$ cat config.mk
export PLATFORM = sky130hd
export DESIGN_NAME = sm_divider
export DESIGN_NICKNAME = d
export VERILOG_FILES = /design/src/rtl/sm_divider.sv
export SDC_FILE = /design/constraint.sdc
export NUM_CORES = 1
export LEC_CHECK = 0
export ABC_AREA = 1
export CELL_PAD_IN_SITES_DETAIL_PLACEMENT = 1
export CELL_PAD_IN_SITES_GLOBAL_PLACEMENT = 1
export CORE_ASPECT_RATIO = 0.75
export CORE_MARGIN = 5
export CORE_UTILIZATION = 50
export CTS_BUF_LIST = sky130_fd_sc_hd__clkbuf_16
export DETAILED_ROUTE_END_ITERATION = 10
export DONT_BUFFER_PORTS = 1
export GPL_TIMING_DRIVEN = 1
export MAX_ROUTING_LAYER = met4
export PLACE_DENSITY_LB_ADDON = 0.1
export SYNTH_ARGS = -nofsm -noshare
export SYNTH_HDL_FRONTEND = slang
export SYNTH_SLANG_ARGS = --single-unit
export TNS_END_PERCENT = 20
$ cat constraint.sdc
create_clock -name clk -period 4.67 [get_ports clk]
set_clock_uncertainty 0.05 [all_clocks]
set_input_delay 1.401 -clock clk [delete_from_list [all_inputs] [get_ports clk]]
set_output_delay 1.401 -clock clk [all_outputs]
set_load 0.01 [all_outputs]
$ cat src/rtl/sm_divider.sv
// sm_divider: sequential sign-magnitude restoring divider.
// Divides a 2*SIZE-bit sign-magnitude dividend (multiplier product format)
// by a SIZE-bit sign-magnitude divisor, producing one quotient bit per clock.
// Results are a SIZE-bit sign-magnitude quotient and remainder, plus
// overflow (quotient does not fit) and divide-by-zero flags.
module sm_divider #(
    parameter int SIZE = 8
) (
    input  logic              clk,
    input  logic              rst,
    input  logic              start,
    input  logic [2*SIZE-1:0] a,
    input  logic [SIZE-1:0]   b,
    output logic              busy,
    output logic              done,
    output logic [SIZE-1:0]   q,
    output logic [SIZE-1:0]   r,
    output logic              ovf,
    output logic              dz
);

    // Magnitude width and iteration-counter width.
    localparam int MW = SIZE - 1;
    localparam int CW = $clog2(SIZE);

    typedef enum logic [1:0] {
        S_IDLE,
        S_CHECK,
        S_CALC,
        S_DONE
    } state_t;

    state_t state_q, state_d;

    // Latched operands, so a and b may change after the start edge.
    logic [2*SIZE-1:0] a_q, a_d;
    logic [SIZE-1:0]   b_q, b_d;

    // Partial remainder (always < divisor, so MW bits suffice), dividend
    // low-bit shift register that fills with quotient bits, iteration count.
    logic [MW-1:0]     p_q, p_d;
    logic [MW-1:0]     sh_q, sh_d;
    logic [CW-1:0]     cnt_q, cnt_d;

    // Registered results; they hold until the next completion.
    logic [SIZE-1:0]   q_q, q_d;
    logic [SIZE-1:0]   r_q, r_d;
    logic              ovf_q, ovf_d;
    logic              dz_q, dz_d;

    // Views of the latched operands.
    logic [SIZE-1:0]   hi;
    logic [MW-1:0]     lo;
    logic [SIZE-1:0]   mag_b;
    logic              b_zero;
    logic              hi_ge_b;
    logic              sign_q;
    logic              sign_r;

    // One restoring-division step.
    logic [SIZE-1:0]   trial;
    logic              qbit;
    logic [MW-1:0]     p_next;
    logic [MW-1:0]     q_next_mag;
    logic              last_iter;

    // Operand decode and the restoring step used by CHECK and CALC.
    always_comb begin
        hi         = a_q[2*SIZE-2:MW];
        lo         = a_q[MW-1:0];
        mag_b      = {1'b0, b_q[MW-1:0]};
        b_zero     = (b_q[MW-1:0] == '0);
        // HI >= B means the quotient needs at least SIZE magnitude bits.
        hi_ge_b    = (hi >= mag_b);
        sign_q     = a_q[2*SIZE-1] ^ b_q[SIZE-1];
        sign_r     = a_q[2*SIZE-1];

        trial      = {p_q, sh_q[MW-1]};
        qbit       = (trial >= mag_b);
        p_next     = qbit ? MW'(trial - mag_b) : trial[MW-1:0];
        q_next_mag = {sh_q[MW-2:0], qbit};
        last_iter  = (cnt_q == CW'(1));
    end

    // State register.
    always_ff @(posedge clk or posedge rst) begin
        if (rst) begin
            state_q <= S_IDLE;
        end else begin
            // NOTE: sequential state always uses non-blocking assignment so every
            // flop samples its pre-edge inputs, independent of statement order.
            state_q <= state_d;
        end
    end

    // Next-state logic.
    always_comb begin
        // NOTE: default first, so every path assigns state_d and no latch forms.
        state_d = state_q;
        unique case (state_q)
            S_IDLE:  if (start) state_d = S_CHECK;
            S_CHECK: state_d = (b_zero || hi_ge_b) ? S_DONE : S_CALC;
            S_CALC:  if (last_iter) state_d = S_DONE;
            S_DONE:  state_d = S_IDLE;
            default: state_d = S_IDLE;
        endcase
    end

    // Status outputs decoded from state.
    always_comb begin
        busy = (state_q != S_IDLE);
        done = (state_q == S_DONE);
    end

    // Datapath next values: operand latch, division steps, result write-back.
    always_comb begin
        a_d   = a_q;
        b_d   = b_q;
        p_d   = p_q;
        sh_d  = sh_q;
        cnt_d = cnt_q;
        q_d   = q_q;
        r_d   = r_q;
        ovf_d = ovf_q;
        dz_d  = dz_q;
        unique case (state_q)
            S_IDLE: begin
                if (start) begin
                    a_d = a;
                    b_d = b;
                end
            end
            S_CHECK: begin
                if (b_zero) begin
                    dz_d  = 1'b1;
                    ovf_d = 1'b0;
                    q_d   = '0;
                    r_d   = '0;
                end else if (hi_ge_b) begin
                    dz_d  = 1'b0;
                    ovf_d = 1'b1;
                    q_d   = '0;
                    r_d   = '0;
                end else begin
                    // HI < B here, so its top bit is zero.
                    p_d   = hi[MW-1:0];
                    sh_d  = lo;
                    cnt_d = CW'(MW);
                end
            end
            S_CALC: begin
                p_d   = p_next;
                sh_d  = q_next_mag;
                cnt_d = cnt_q - 1'b1;
                if (last_iter) begin
                    // Zero magnitudes always carry a positive sign.
                    q_d   = {sign_q && (q_next_mag != '0), q_next_mag};
                    r_d   = {sign_r && (p_next != '0), p_next};
                    ovf_d = 1'b0;
                    dz_d  = 1'b0;
                end
            end
            default: ;
        endcase
    end

    // Datapath registers; reset clears operands, working state and results.
    always_ff @(posedge clk or posedge rst) begin
        if (rst) begin
            a_q   <= '0;
            b_q   <= '0;
            p_q   <= '0;
            sh_q  <= '0;
            cnt_q <= '0;
            q_q   <= '0;
            r_q   <= '0;
            ovf_q <= 1'b0;
            dz_q  <= 1'b0;
        end else begin
            a_q   <= a_d;
            b_q   <= b_d;
            p_q   <= p_d;
            sh_q  <= sh_d;
            cnt_q <= cnt_d;
            q_q   <= q_d;
            r_q   <= r_d;
            ovf_q <= ovf_d;
            dz_q  <= dz_d;
        end
    end

    // Result ports.
    always_comb begin
        q   = q_q;
        r   = r_q;
        ovf = ovf_q;
        dz  = dz_q;
    end

endmodule

# Word-level counts from Yosys, hierarchy flattened
# Index checks and enable logic that the tools add are counted.
[word_totals]
ff_bits = 61
in_bits = 27
output_inout_bits = 20
wordCells = 64
[op_classes]
addsub = 2
order_cmp = 2
eq_ne = 9
muxes = 27
bitwise_logic = 1
n_reduce_logical = 13
[op_table]
columns = ["cell", "n"]
rows = [
  ["$mux 7", 5],
  ["$mux 8", 4],
  ["$pmux 8 s2", 2],
  ["$pmux 7 s2", 2],
  ["$ge 8x7->1", 2],
  ["$reduce_bool 7->1", 2],
  ["$ne 2x2->1 const B", 4],
  ["$pmux 2 s4", 1],
  ["$logic_not 7->1", 1],
  ["$sub 7x7->7", 1],
  ["$mux 1", 6],
  ["$mux 3", 2],
  ["$pmux 3 s2", 1],
  ["$reduce_and 3->1", 2],
  ["$eq 2x2->1 const B", 2],
  ["$mux 2", 2],
  ["$pmux 1 s2", 2],
  ["$reduce_and 2->1", 2],
  ["$reduce_bool 2->1", 2],
  ["$eq 3x1->1 const B", 1],
  ["$ne 3x3->1 const B", 1],
  ["$sub 3x1->3 const B", 1],
  ["$eq 2x1->1 const B", 1],
  ["$logic_and 1x1->1", 2],
  ["3 further kinds", 3],
]

# Depth between registers and ports, before layout
[logic_depth]
depth_word = 6
ltp_mapped = 16
ltp_nobuf = 16

# Least setup slack after synthesis
# No wires, ideal clock.
[synth_path]
path_type = "input port to flip-flop"
from = "input port start"
to = "register a_q[10]"
setup_ns = 0.078
arrival_ns = 2.245
required_ns = 4.542
path_slack_ns = 2.297
cell_stages = 5
n_path_buf = 2
cell_sequence = "nand2_1 -> clkbuf_1 -> clkbuf_1 -> nor2_1 -> a21oi_1"
[synth_between]
elab_chain_len = 1
[synth_rtl]
columns = ["element", "line_no", "text"]
rows = [
  ["start: declaration", "11", "input logic start,"],
  ["$reduce_and 2->1 (no line)", "n/a", ""],
  ["end signal: assignment", "170", "a_q <= '0;"],
  ["end signal: assignment", "180", "a_q <= a_d;"],
  ["end: declaration", "36", "logic [2*SIZE-1:0] a_q, a_d;"],
]
# Every way passes these cells.
# A chain may end at the register's enable or synchronous reset.

# Worst setup path after layout
[layout_path]
from = "register state_q[0]"
to = "output port busy"
[layout_between]
elab_chain_len = 1
[layout_rtl]
columns = ["element", "line_no", "text"]
rows = [
  ["start: declaration", "33", "state_t state_q, state_d;"],
  ["start signal: assignment", "92", "state_q <= state_d;"],
  ["$reduce_bool 2->1", "111", "busy = (state_q != S_IDLE);"],
  ["end: declaration", "14", "output logic busy,"],
]
# Every way passes these cells.

==> results.md <==
- Final Setup Violations: 0
- DP Wirelength: 6340 um
- YS warnings: 0
- Number of fill cells: roughly 800
- Most frequent cells in the layout: 116 x nand2_1, 61 x dfrtp_1, 43 x inv_1
- Crit path capture type: output pin
- PD cells: 876 mW/mm^2
- Post-DR vias/cell: about 5.4
- Non-Filler Instances: around 490
- Max H-tree Level: 3
- Max-slew headroom: 43.5%
- Library cells used by synthesis: 35
- Crit path launch type: flip-flop
- Worst path arrival time: around 1.2 ns
- Initial Utilization: approximately 52%
- Most common cell after layout, fill and taps aside: nand2_1
- Critical Path RT: roughly 3.2 ns
- Mean Syn Cell Area: between 8 and 9 um^2
- Lkg Pwr: ~1.9 nW
- Total Neg Setup Slack: 0 ns
- Synth top area share: between 40 and 50%
- CTS tree: built
- Design Area, Final: 0.00367 mm^2
- Final period util: 55.8%
- Cts bufs inserted: 9
- Area of placed instances: approximately 0.0034 mm^2
- DRT Wirelength: 8530 um
- DIE WIDTH: around 100 um
- Mapped Area: between 0.003 and 0.004 mm^2
- Internal power: approximately 1.7 mW
- Hold Path Depth: 2
- Tmin final: around 2.6 ns
- Layout overhead on the synthesized area: 9.51%
- Worst Tran Pin Value: 0.847 ns
- Hold_buf cts: 0
- Number of gates resized after CTS: 0
- Clock power frac: between 15 and 20%
- Inst Count DP: about 480
- Crit-path max FO: 4
- IO Pins: between 40 and 50
- Fin. Hold Viols: 0
- Sw frac: between 40% and 50%
- Status: complete, no violations
- GR Layer Usage met3: roughly 5.6%
- IO buf count: 0
- Grt peak-use layer: met2
- Clock Latency Late Sink: 0.32 ns
- Synth Register Bits: slightly above 60
- Max Cap Viol: 0
- Post-Syn Instances: 404
- Die Height: 80.9 um
- Site row count: 25
- Clock sink count: slightly above 60
- Area leader, netlist: dfrtp_1
- Fmax: around 380 MHz
- Post-route ant nets: 0
- Iter 0 DRT Violations: 70
- Number of remaining DRC errors: 0
- Die area: around 0.0085 mm^2
- Wire length per cell: between 15 and 20 um
- Utilization after layout: around 57%
- Worst hold path class: flip-flop to flip-flop
- Pin count of the biggest net entering global routing: between 40 and 50
- Total track usage: around 22%
- Fin. max-slew vios: 0
- Crit Path Class: flip-flop to output pin
- Psw: about 1.5 mW
- First-pass GRT wire length: about 14000 um
- Vias in the first global route: 2815
- GR met2 Demand/Resource: 33.6%
- Maximum vdd drop: ~0.31 mV
- GR Layer Usage met1: between 30% and 40%
- Core area: between 0.006 and 0.007 mm^2
- Clock root buffer: clkbuf_16
- Postcts setup bufs: 0
- Worst Hold Slack: 0.462 ns
- DR vias: between 2000 and 3000
- Combinational power share: 52.6%
- Clk pin slew, worst setup/hold paths: about 0.05 ns
- RD Place Congestion: about 0.85
- Sequential share of power: 29.5%
- Net Count, Synth: 453
- CTS Buffer Depth: 2
- Synth area leaders: dfrtp_1 45%, nand2_1 13%, ha_1 7.8%
- Drt pass-1 iters: 4
- Final net count: 454
- Antenna violations before repair: 1
- GR Overflow Total: 0
- Seq/Total Area, Yosys: a little under half
- Layout cells sized above 1: 10.7%
- Reg2Reg Depth: 14
- RSZ-0062 raised after global routing: no
==> per-layer routing <==
metal | part of all wire, % | wire length (um)
met2 | 44 | 3780
met4 | 1.1 | 97
met3 | 6.5 | 553
met1 | 48 | 4090
met5 | 0 | 0
==> worst paths after layout <==
kind	start	endpoint	slack, ns
setup reg to reg	b_q[0]$_DFFE_PP0P_	p_q[6]$_DFFE_PP0P_	2.22
min in group asynchronous	rst	a_q[1]$_DFFE_PP0P_	1.08
max in group asynchronous	rst	p_q[0]$_DFFE_PP0P_	2.70
hold reg to reg	sh_q[2]$_DFFE_PP0P_	sh_q[2]$_DFFE_PP0P_	0.46
setup / recovery	state_q[0]$_DFFE_PP0P_	busy	2.06
hold / removal	sh_q[2]$_DFFE_PP0P_	sh_q[2]$_DFFE_PP0P_	0.46
==> power by group through the flow <==
stage | registers (mW) | clock network (mW) | logic, mW
after floorplan | 0.902 | 0 | 1.33
after global placement | 0.948 | 0 | 1.59
after detailed placement | 0.956 | 0 | 1.67
after CTS | 0.949 | 0.586 | 1.71
after global routing | 0.976 | 0.619 | 1.95
final | 0.949 | 0.575 | 1.69
==> logic make-up (layout without fill, tap and decap cells) <==
kind of cell	after synthesis	count (layout)	synth area share, %
AOI/OAI and AO/OA	68	68	12.1
xor gates and xnor gates	2	2	0.522
adders and majority gates	22	22	8.43
buffers and inverters	58	64	7.08
DFF	61	61	45.5
muxes	10	10	3.36
other	0	1	0
and+or+nand+nor	183	183	23.0
==> synth_stat cells (all sizes together) <==
master  count
nand2     117
dfrtp      61
inv        45
o21ai      40
nor2       32
a21oi      21
ha         21
nand3      21
mux2       10
a21boi      7
buf         7
clkbuf      6
nand3b      4
nand4       4
or2         3
fa          1
nor3        1
nor4        1
xnor2       1
xor2        1
==> area by class of cell <==
class | count | area [um^2] | area share [%]
antenna | 1 | 2.50 | 0.0681
clock buffer | 9 | 225 | 6.13
clock inverter | 7 | 33.8 | 0.919
inverter | 45 | 171 | 4.66
multi-input combinational | 285 | 1590 | 43.3
sequential | 61 | 1530 | 41.5
tap | 81 | 101 | 2.76
timing repair buffer | 3 | 22.5 | 0.613
==> stage by stage <==
stage	setup slack, ns	total power, mW
2_1_floorplan	1.71	2.24
5_1_grt	2.00	3.54
4_1_cts	2.05	3.24
3_3_place_gp	2.29	2.54
3_5_place_dp	2.28	2.63
6_report	2.06	3.22
==> critical path: stages (launching register included) <==
cell and delay (ns):
dfrtp_1 0.39, inv_1 0.11, ha_1 0.22, inv_1 0.12
==> registers in the layout, summed over array words and instances (netlist names) <==
| signal | flops |
|---|---|
| ovf | 1 |
| sh_q | 7 |
| a_q | 16 |
| dz | 1 |
| cnt_q | 3 |
| b_q | 8 |
| p_q | 7 |
| q | 8 |
| r | 8 |
| state_q | 2 |
(Power assumes the default switching activity.)
